$ cat src/rtl/zx_bus_update_sequencer.sv
// MCU-side sequencer for the ZX bus CPLD: round-robin arbitration of keyboard, mouse and
// joystick updates onto the shared parallel load bus and the serial keyboard link.
module zx_bus_update_sequencer #(
   parameter int HALF = 2
) (
   input  logic       CLK,
   input  logic       RST_IN,
   input  logic       KEY_REQ,
   input  logic [3:0] KEY_AX,
   input  logic [2:0] KEY_AY,
   input  logic       KEY_ON,
   output logic       KEY_ACK,
   input  logic       MOUSE_REQ,
   input  logic [7:0] MOUSE_X,
   input  logic [7:0] MOUSE_Y,
   input  logic [7:0] MOUSE_KEY,
   output logic       MOUSE_ACK,
   input  logic       JOY_REQ,
   input  logic [7:0] JOY_DATA,
   output logic       JOY_ACK,
   output logic [7:0] DO,
   output logic       MX,
   output logic       MY,
   output logic       MKEY,
   output logic       JOY,
   output logic       DAT,
   output logic       SK,
   output logic       STB,
   output logic       BUSY
);

   typedef enum logic [3:0] {
      S_IDLE, S_K_SETUP, S_K_HIGH, S_K_LOW, S_K_DSETUP, S_K_STBH, S_K_STBL,
      S_B_SETUP, S_B_HIGH, S_B_HOLD
   } state_t;

   localparam logic [1:0] SLOT_MX   = 2'd0;
   localparam logic [1:0] SLOT_MY   = 2'd1;
   localparam logic [1:0] SLOT_MKEY = 2'd2;
   localparam logic [1:0] SLOT_JOY  = 2'd3;

   state_t      state_q, state_nx;
   logic [7:0]  timer_q;
   logic [1:0]  ptr_q;
   logic        rest_q;
   logic [2:0]  bit_q;
   logic [1:0]  slot_q;
   logic [6:0]  shift_q;
   logic        key_on_q;
   logic [7:0]  pay_q [3];
   logic [7:0]  bus_val;
   logic [2:0]  req_vec;
   logic        grant_any;
   logic [1:0]  grant_idx;
   logic        phase_end;

   function automatic logic [1:0] wrap_add(input logic [1:0] base, input logic [1:0] ofs);
      logic [2:0] s;
      s = {1'b0, base} + {1'b0, ofs};
      if (s >= 3'd3) s = s - 3'd3;
      return s[1:0];
   endfunction

   assign req_vec   = {JOY_REQ, MOUSE_REQ, KEY_REQ};
   assign phase_end = (timer_q == 8'(HALF - 1));

   // Scan from the pointer; the lowest offset with an active request wins.
   always_comb begin
      grant_any = 1'b0;
      grant_idx = ptr_q;
      if (RST_IN && state_q == S_IDLE && !rest_q) begin
         for (int i = 2; i >= 0; i--) begin
            if (req_vec[wrap_add(ptr_q, 2'(i))]) begin
               grant_any = 1'b1;
               grant_idx = wrap_add(ptr_q, 2'(i));
            end
         end
      end
   end

   always_ff @(posedge CLK) begin
      if (!RST_IN) begin
         state_q <= S_IDLE;
         timer_q <= 8'd0;
         ptr_q   <= 2'd0;
         rest_q  <= 1'b0;
      end else begin
         state_q <= state_nx;
         timer_q <= (state_q != S_IDLE && !phase_end) ? timer_q + 8'd1 : 8'd0;
         rest_q  <= (state_q != S_IDLE && state_nx == S_IDLE);
         if (grant_any) ptr_q <= wrap_add(grant_idx, 2'd1);
      end
   end

   always_comb begin
      state_nx = state_q;
      case (state_q)
         S_IDLE:     if (grant_any) state_nx = (grant_idx == 2'd0) ? S_K_SETUP : S_B_SETUP;
         S_K_SETUP:  if (phase_end) state_nx = S_K_HIGH;
         S_K_HIGH:   if (phase_end) state_nx = S_K_LOW;
         S_K_LOW:    if (phase_end) state_nx = (bit_q == 3'd6) ? S_K_DSETUP : S_K_SETUP;
         S_K_DSETUP: if (phase_end) state_nx = S_K_STBH;
         S_K_STBH:   if (phase_end) state_nx = S_K_STBL;
         S_K_STBL:   if (phase_end) state_nx = S_IDLE;
         S_B_SETUP:  if (phase_end) state_nx = S_B_HIGH;
         S_B_HIGH:   if (phase_end) state_nx = S_B_HOLD;
         S_B_HOLD:   if (phase_end)
                        state_nx = (slot_q == SLOT_MX || slot_q == SLOT_MY) ? S_B_SETUP : S_IDLE;
         default:    state_nx = S_IDLE;
      endcase
   end

   // Payload is frozen at grant; the joystick byte reuses the first bus slot.
   always_ff @(posedge CLK) begin
      if (grant_any) begin
         bit_q    <= 3'd0;
         shift_q  <= {KEY_AY, KEY_AX};
         key_on_q <= KEY_ON;
         slot_q   <= (grant_idx == 2'd2) ? SLOT_JOY : SLOT_MX;
         pay_q[0] <= (grant_idx == 2'd2) ? JOY_DATA : MOUSE_X;
         pay_q[1] <= MOUSE_Y;
         pay_q[2] <= MOUSE_KEY;
      end else if (phase_end) begin
         if (state_q == S_K_LOW) begin
            bit_q   <= bit_q + 3'd1;
            shift_q <= {shift_q[5:0], 1'b0};
         end
         if (state_q == S_B_HOLD) slot_q <= slot_q + 2'd1;
      end
   end

   assign bus_val = (slot_q == SLOT_MY)   ? pay_q[1] :
                    (slot_q == SLOT_MKEY) ? pay_q[2] : pay_q[0];

   always_comb begin
      DO   = 8'hFF;
      MX   = 1'b0;
      MY   = 1'b0;
      MKEY = 1'b0;
      JOY  = 1'b0;
      DAT  = 1'b0;
      SK   = 1'b0;
      STB  = 1'b0;
      case (state_q)
         S_K_SETUP, S_K_LOW:   DAT = shift_q[6];
         S_K_HIGH: begin
            DAT = shift_q[6];
            SK  = 1'b1;
         end
         S_K_DSETUP, S_K_STBL: DAT = key_on_q;
         S_K_STBH: begin
            DAT = key_on_q;
            STB = 1'b1;
         end
         S_B_SETUP, S_B_HOLD:  DO = bus_val;
         S_B_HIGH: begin
            DO = bus_val;
            case (slot_q)
               SLOT_MX:   MX   = 1'b1;
               SLOT_MY:   MY   = 1'b1;
               SLOT_MKEY: MKEY = 1'b1;
               default:   JOY  = 1'b1;
            endcase
         end
         default: ;
      endcase
   end

   assign KEY_ACK   = grant_any && grant_idx == 2'd0;
   assign MOUSE_ACK = grant_any && grant_idx == 2'd1;
   assign JOY_ACK   = grant_any && grant_idx == 2'd2;
   assign BUSY      = grant_any || state_q != S_IDLE;

endmodule

$ cat config.mk
export PLATFORM = sky130hd
export DESIGN_NAME = zx_bus_update_sequencer
export DESIGN_NICKNAME = d
export VERILOG_FILES = /design/src/rtl/zx_bus_update_sequencer.sv
export SDC_FILE = /design/constraint.sdc
export NUM_CORES = 1
export LEC_CHECK = 0
export ABC_AREA = 1
export BUFFER_PORTS_ARGS = -buffer_cell sky130_fd_sc_hd__buf_2
export CORE_MARGIN = 2
export CORE_UTILIZATION = 30
export DETAILED_ROUTE_END_ITERATION = 10
export PLACE_DENSITY = 0.5
export SYNTH_ARGS = -nofsm -noshare
export SYNTH_HDL_FRONTEND = slang
export SYNTH_SLANG_ARGS = --single-unit
$ cat constraint.sdc
create_clock -name CLK -period 2.8 [get_ports CLK]
set_clock_uncertainty 0.05 [all_clocks]
set_input_delay 0.28 -clock CLK [delete_from_list [all_inputs] [get_ports CLK]]
set_output_delay 0.28 -clock CLK [all_outputs]
set_load 0.005 [all_outputs]
==> results of run 1 <==
[cells in the final DEF (no fill, tap or decap), types with 6 or more instances in the layout]
cell type / netlist / final
nand3_1: 12 / 11
clkbuf_8: 0 / 6
buf_2: 0 / 62
nand2_1: 76 / 73
nor2_1: 49 / 48
mux2_2: 8 / 8
inv_1: 38 / 35
a21oi_1: 13 / 13
edfxtp_1: 34 / 34
dfxtp_1: 18 / 16
ha_1: 14 / 10
o21ai_0: 18 / 14
buf_4: 0 / 8
o311ai_0: 8 / 8
[cell families (layout without fill, tap and decap cells)]
| logic type | count (synthesis) | after routing | share of synthesized area |
|---|---|---|---|
| AO/OA/AOI/OAI | 46 | 46 | 0.0999 |
| flip-flops | 52 | 52 | 0.484 |
| multiplexers | 8 | 8 | 0.0315 |
| adder cells (fa/ha/maj) | 14 | 14 | 0.0613 |
| XOR/XNOR | 2 | 2 | 0.00613 |
| AND/OR/NAND/NOR | 161 | 161 | 0.248 |
| buffers and inverters | 49 | 125 | 0.0696 |
[cell type report]
| class | count | area, sq um | share of cell area |
|---|---|---|---|
| Clock buffer | 6 | 82.6 | 0.0228 |
| Timing Repair Buffer | 74 | 424 | 0.117 |
| Sequential cell | 52 | 1390 | 0.382 |
| Inverter | 43 | 166 | 0.0459 |
| Tap cell | 129 | 161 | 0.0445 |
| Clock inverter | 2 | 38.8 | 0.0107 |
| Multi-Input combinational cell | 231 | 1370 | 0.377 |
[sequential cells by signal (all words and copies together) (netlist names)]
signal and flops:
slot_q 2, bit_q 3, timer_q 8, ptr_q 2, pay_q 24, state_q 4
shift_q 7, rest_q 1, key_on_q 1
[power by group through the flow]
stage,Clock (uW),Sequential (uW),Combinational (uW)
finish,540,1290,1560
global route,589,1310,1740
CTS,564,1280,1390
detailed placement,0,1290,1320
global placement,0,1290,1320
floorplan,0,1260,947
[worst paths after layout]
kind	depth (start not counted)	endpoint	slack [ns]
max	15	KEY_ACK	0.13
min	1	pay_q[0][18]	0.1
max reg2reg	13	pay_q[0][6]	0.21
min reg2reg	1	timer_q[0]	0.42
[Yosys cell counts (all sizes together) (2+ instances only)]
cell type	instances
nand2	78
nor2	54
inv	42
edfxtp	34
dfxtp	18
o21ai	18
a21oi	15
ha	14
nand3	13
mux2	8
o311ai	8
nor3	6
clkbuf	4
nor3b	3
nor4	3
a22oi	2
buf	2
nand4	2
o211ai	2
[through the flow]
| stage | area (sq um) | util | total power [uW] | TNS (ns) |
|---|---|---|---|---|
| 2_1_floorplan | 2860 | - | 2210 | 0 |
| 3_3_place_gp | 3350 | 0.363 | 2610 | 0 |
| 3_5_place_dp | 3350 | 0.363 | 2620 | 0 |
| 4_1_cts | 3510 | 0.380 | 3230 | 0 |
| 5_1_grt | 3630 | 0.393 | 3650 | -0.0223 |
| 6_report | 3630 | 0.393 | 3380 | 0 |
[metal layers]
layer | global-route usage | wire [microns] | vias to the layer above | part of all wire
li1 | - | - | 1251 | -
met1 | 0.164 | 3100 | 1089 | 0.48
met4 | 0.0301 | 38 | 0 | 0.0058
met2 | 0.202 | 3040 | 51 | 0.47
met3 | 0.0324 | 338 | 2 | 0.052
met5 | 0 | 0 | - | 0
[worst max-delay path: cells and delay by family, from the launching register on]
| family | cells | cell delay, ns |
|---|---|---|
| and+or+nand+nor | 5 | 0.38 |
| DFF | 1 | 0.38 |
| AOI/OAI and AO/OA | 2 | 0.25 |
| adders and majority gates | 2 | 0.50 |
| buffers and inverters | 6 | 0.52 |
[what timing repair did]
action                                  4_1_cts  5_1_grt
pin swaps                                     3        7
hold buffers                                  0        0
resized for setup                             7       26
endpoints found under the setup margin        3        3
setup buffers                                 2        3
==> results.yml, run 1 <==
floorplan:
  die_h_microns: 102
  fp.dieW_microns: 102
  fp.dieArea_sq_um: 10300
  coreArea_sq_um: 9240
  start_util: 0.309
  io_pins: 64
  std_cell_rows: 35
yosys:
  yosysTopAreaCell: "edfxtp_1"
  async_flop_share: 0
  ys_seq_area_frac: 0.484
  synth_edf_count: 34
  postSynthCellCount: 332
  synth_top_area_frac: 0.357
  synth_area_leaders: "edfxtp_1 (36%), dfxtp_1 (13%), nand2_1 (10%)"
  yosys_warnings: 0
  synth-seq-cells: 52
  mappedNetlistArea_sq_um: 2860
  syn_avg_cell_area_sq_um: 8.60
  ys.flop_type: "edfxtp_1"
  synth_cell_type_count: 34
  syn_nets: 391
detailed_routing:
  drcViolationCount: 0
  routedWlPerCell_microns: 12.1
  num_vias: 2393
  first_iter_violations: 67
  first_pass_iters: 4
  ant_nets: 0
  viasPerCell: 4.46
  routed_wl_microns: 6520
sta:
  layout_setup_ws_ns: 0.131
  max_slew_margin: 0.600
  tightest_slew_ns: 0.600
  fmax_mhz: 375
  final_max_slew_viol_count: 0
  period_share: 0.953
  layout_min_cycle_time_ns: 2.67
  holdWs_ns: 0.0981
  setup_viol: 0
  hold_viol: 0
pwr:
  power_density_nw_per_um2: 933
  seqPwrFrac: 0.380
  vdd_drop_max_v: 0.000277
  p_int_uw: 2090
  swShare: 0.382
  netSwitchingPower_uw: 1290
  leakage_uw: 0.00161
  clkPwrFrac: 0.160
  comb_power_share: 0.461
global_route:
  grt.overflow.total: 0
  grt_max_degree: 20
  grt_use_total: 0.124
  grt_pass1_wl_microns: 10100
  antenna_found_initial: 0
  grt_pass1_vias: 2158
final_layout:
  layout-drive-gt1-share: 0.306
  area_growth_syn_to_layout_pct: 27.0
  nFillCells: 955
  final_nets: 466
  n_antenna_cell: 0
  final_cells: 537
job:
  maxCapViolations: 0
critical_path:
  slowest_delay_ns: 0.38
  r2r-start: "ptr_q[1]"
  cp.required_ns: 2.47
  worstPathCellList: "inv_2, ha_4, inv_4, nand2_4, nand2_2, a21oi_4, buf_6, nand3_4, nand2_4, a22oi_2, buf_4, ha_1, nand3_2, inv_1, buf_2"
  startpoint: "ptr_q[0]"
  arrival_ns: 2.34
  setup.worst_path.class: "flop to output port"
  cpMostUsedCell: "nand2_4"
  crit_path_end_kind: "output port"
  slowest_stage: "dfxtp_4"
  critPathMaxFanout: 5
  critPathLaunchType: "flop"
place:
  place.gp.congestion: 0.786
  dp_slack_ns: 0.130
  dpl.cell_count: 524
  io_buffers: 63
  post-dp-hpwl_microns: 4810
clock_tree:
  cts_inserted_buffers: 5
  clockBufferDepth: 2
  cts.sink_count: 52
  h-tree-depth: 2
  clkTransAtPathRegs_ns: 0.10
  worstSkewPairLatency_ns: 0.30
  cts_tree: "done"
  clockRootBuffer: "clkbuf_8"
worst_hold_path:
  min_from: "MOUSE_KEY[2]"
  hold_path.class: "input pin to flop"
run_status:
  status: "completed"
Power figures use the tool's default switching activity.
==> run 2, diff against run 1 <==
--- a/config.mk
+++ b/config.mk
@@ -8,9 +8,9 @@
 export ABC_AREA = 1
 export BUFFER_PORTS_ARGS = -buffer_cell sky130_fd_sc_hd__buf_2
 export CORE_MARGIN = 2
-export CORE_UTILIZATION = 30
+export CORE_UTILIZATION = 49
 export DETAILED_ROUTE_END_ITERATION = 10
-export PLACE_DENSITY = 0.5
+export PLACE_DENSITY = 0.75
 export SYNTH_ARGS = -nofsm -noshare
 export SYNTH_HDL_FRONTEND = slang
 export SYNTH_SLANG_ARGS = --single-unit
==> run 2 against run 1 <==
Sequential share of layout area grew 2.4 points. Critical endpoint is now MOUSE_ACK. Largest cell class unchanged. Worst hold slack lost 0.0077 ns. Flip-flop and latch count is the same. Highest routed layer unchanged.
==> results.yml, run 2 (synthesis results as in run 1) <==
detailed_routing:
  viasPerCell: 5.13
  ant_nets: 0
  drcViolationCount: 0
  num_vias: 2442
  routed_wl_microns: 6120
  first_pass_iters: 4
  routedWlPerCell_microns: 12.9
  first_iter_violations: 170
job:
  maxCapViolations: 0
critical_path:
  arrival_ns: 2.37
  r2r-start: "ptr_q[0]"
  startpoint: "ptr_q[0]"
  critPathLaunchType: "flop"
  r2r_end: "pay_q[0][4]"
  critPathMaxFanout: 5
  r2r_setup_slack_ns: 0.21
  reg2reg_depth: 12
  setup.worst_path.class: "flop to output port"
  cp.required_ns: 2.47
  crit_path_end_kind: "output port"
floorplan:
  fp.dieArea_sq_um: 6460
  die_h_microns: 80.4
  std_cell_rows: 27
  coreArea_sq_um: 5570
  fp.dieW_microns: 80.4
  start_util: 0.512
  io_pins: 64
clock_tree:
  clockBufferDepth: 2
  cts.sink_count: 52
  clockRootBuffer: "clkbuf_8"
  cts_hold_buf: 0
  clkTransAtPathRegs_ns: 0.09
  worstSkewPairLatency_ns: 0.31
  cts_tree: "done"
  h-tree-depth: 2
  cts_inserted_buffers: 5
place:
  dpl.cell_count: 464
  post-dp-hpwl_microns: 4450
  place.gp.congestion: 0.861
  io_buffers: 63
  dp_slack_ns: 0.103
worst_hold_path:
  hold_end: "pay_q[0][10]"
  min_from: "MOUSE_Y[2]"
  hold_path.class: "input pin to flop"
  holdPathStages: 1
global_route:
  grt.overflow.total: 0
  met1_usage: 0.253
  antenna_found_initial: 0
  grt_max_degree: 25
  grt_use_met2: 0.336
  grt_use_total: 0.198
  busiest_layer: "met2"
  grt_pass1_wl_microns: 9940
  grtUsageMet3: 0.0416
  grt_pass1_vias: 2253
sta:
  layout_min_cycle_time_ns: 2.70
  setup_viol: 0
  hold_viol: 0
  max_slew_margin: 0.611
  tightest_slew_ns: 0.583
  period_share: 0.965
  fmax_mhz: 370
  final_max_slew_viol_count: 0
  holdWs_ns: 0.0904
  layout_setup_ws_ns: 0.0978
final_layout:
  multi_input_area_sq_um: 1300
  nFillCells: 511
  largest_register_ff_count: 24
  reg_top3: "pay_q: 24 flops, timer_q: 8 flops, shift_q: 7 flops"
  final_nets: 462
  seqCellArea_sq_um: 1380
  layout.cells.most_common: "nand2_1"
  area_growth_syn_to_layout_pct: 19.2
  most-common-layout-cells: "nand2_1 (75), buf_2 (63), nor2_1 (48), inv_1 (37), edfxtp_1 (34)"
  max_flop_register: "pay_q"
  final_cells: 476
  layout-drive-gt1-share: 0.277
  n_antenna_cell: 0
pwr:
  power_density_nw_per_um2: 906
  power.total_uw: 3090
  leakage_uw: 0.00155
  vdd_drop_max_v: 0.000567
run_status:
  status: "completed"
==> run 2: changes by cell type in the layout (fill, tap and decap cells not counted), moves of 2 or more <==
cell | before | now
nand2_4 | 2 | 0
buf_6 | 3 | 1
inv_1 | 35 | 37
ha_4 | 3 | 1
nand2_1 | 73 | 75
buf_4 | 8 | 6
ha_1 | 10 | 12
inv_4 | 2 | 0
==> run 2: area by class of cell <==
class | instances | share of cell area
flip-flops and latches | 52 | 0.406
multi-input cells | 231 | 0.383
repair buffers | 70 | 0.109
inverters | 43 | 0.0474
well taps | 72 | 0.0265
clock buffers | 7 | 0.0254
clock inverters | 1 | 0.00221
==> run 2: critical path, stage by stage (launching register included) <==
cell	delay (ns)
dfxtp_2	0.36
inv_2	0.05
ha_4	0.29
inv_2	0.06
nand2_2	0.06
nand2_1	0.06
a21oi_2	0.18
nand2_1	0.07
o211ai_1	0.08
o21ai_1	0.10
a22oi_2	0.16
buf_4	0.15
inv_2	0.04
ha_1	0.19
inv_1	0.06
nor2_1	0.04
buf_2	0.12
==> run 2: stage by stage <==
stage | instance area (sq um) | TNS [ns] | util
after floorplan | 2860 | 0 | -
final | 3400 | 0 | 0.611
after CTS | 3370 | 0 | 0.605
after global placement | 3250 | 0 | 0.582
after global routing | 3400 | -0.0530 | 0.611
after detailed placement | 3250 | 0 | 0.582
==> run 2: how the worst max path moves through the flow <==
stage             endpoint  cells after the start
2_1_floorplan  pay_q[0][0]                     13
3_3_place_gp   pay_q[0][0]                     13
3_5_place_dp   pay_q[0][5]                     13
4_1_cts          MOUSE_ACK                     16
5_1_grt            KEY_ACK                     14
6_report         MOUSE_ACK                     16
==> run 2: metal layers <==
layer	wire (microns)	part of all wire
met1	2680	0.44
met2	2960	0.48
met3	400	0.065
met4	91	0.015
met5	0	0
==> run 2: report_power, final <==
group | total [uW] | internal [uW] | switching, uW
registers | 1280 | 1160 | 118
logic | 1360 | 515 | 841
clock network | 449 | 201 | 247
==> run 2: timing repair <==
item | 4_1_cts | 5_1_grt
pin swaps | 2 | 4
setup endpoints to repair | 3 | 6
buffers inserted | 2 | 2
resized for setup | 4 | 10
endpoints found under the hold margin | 0 | 0
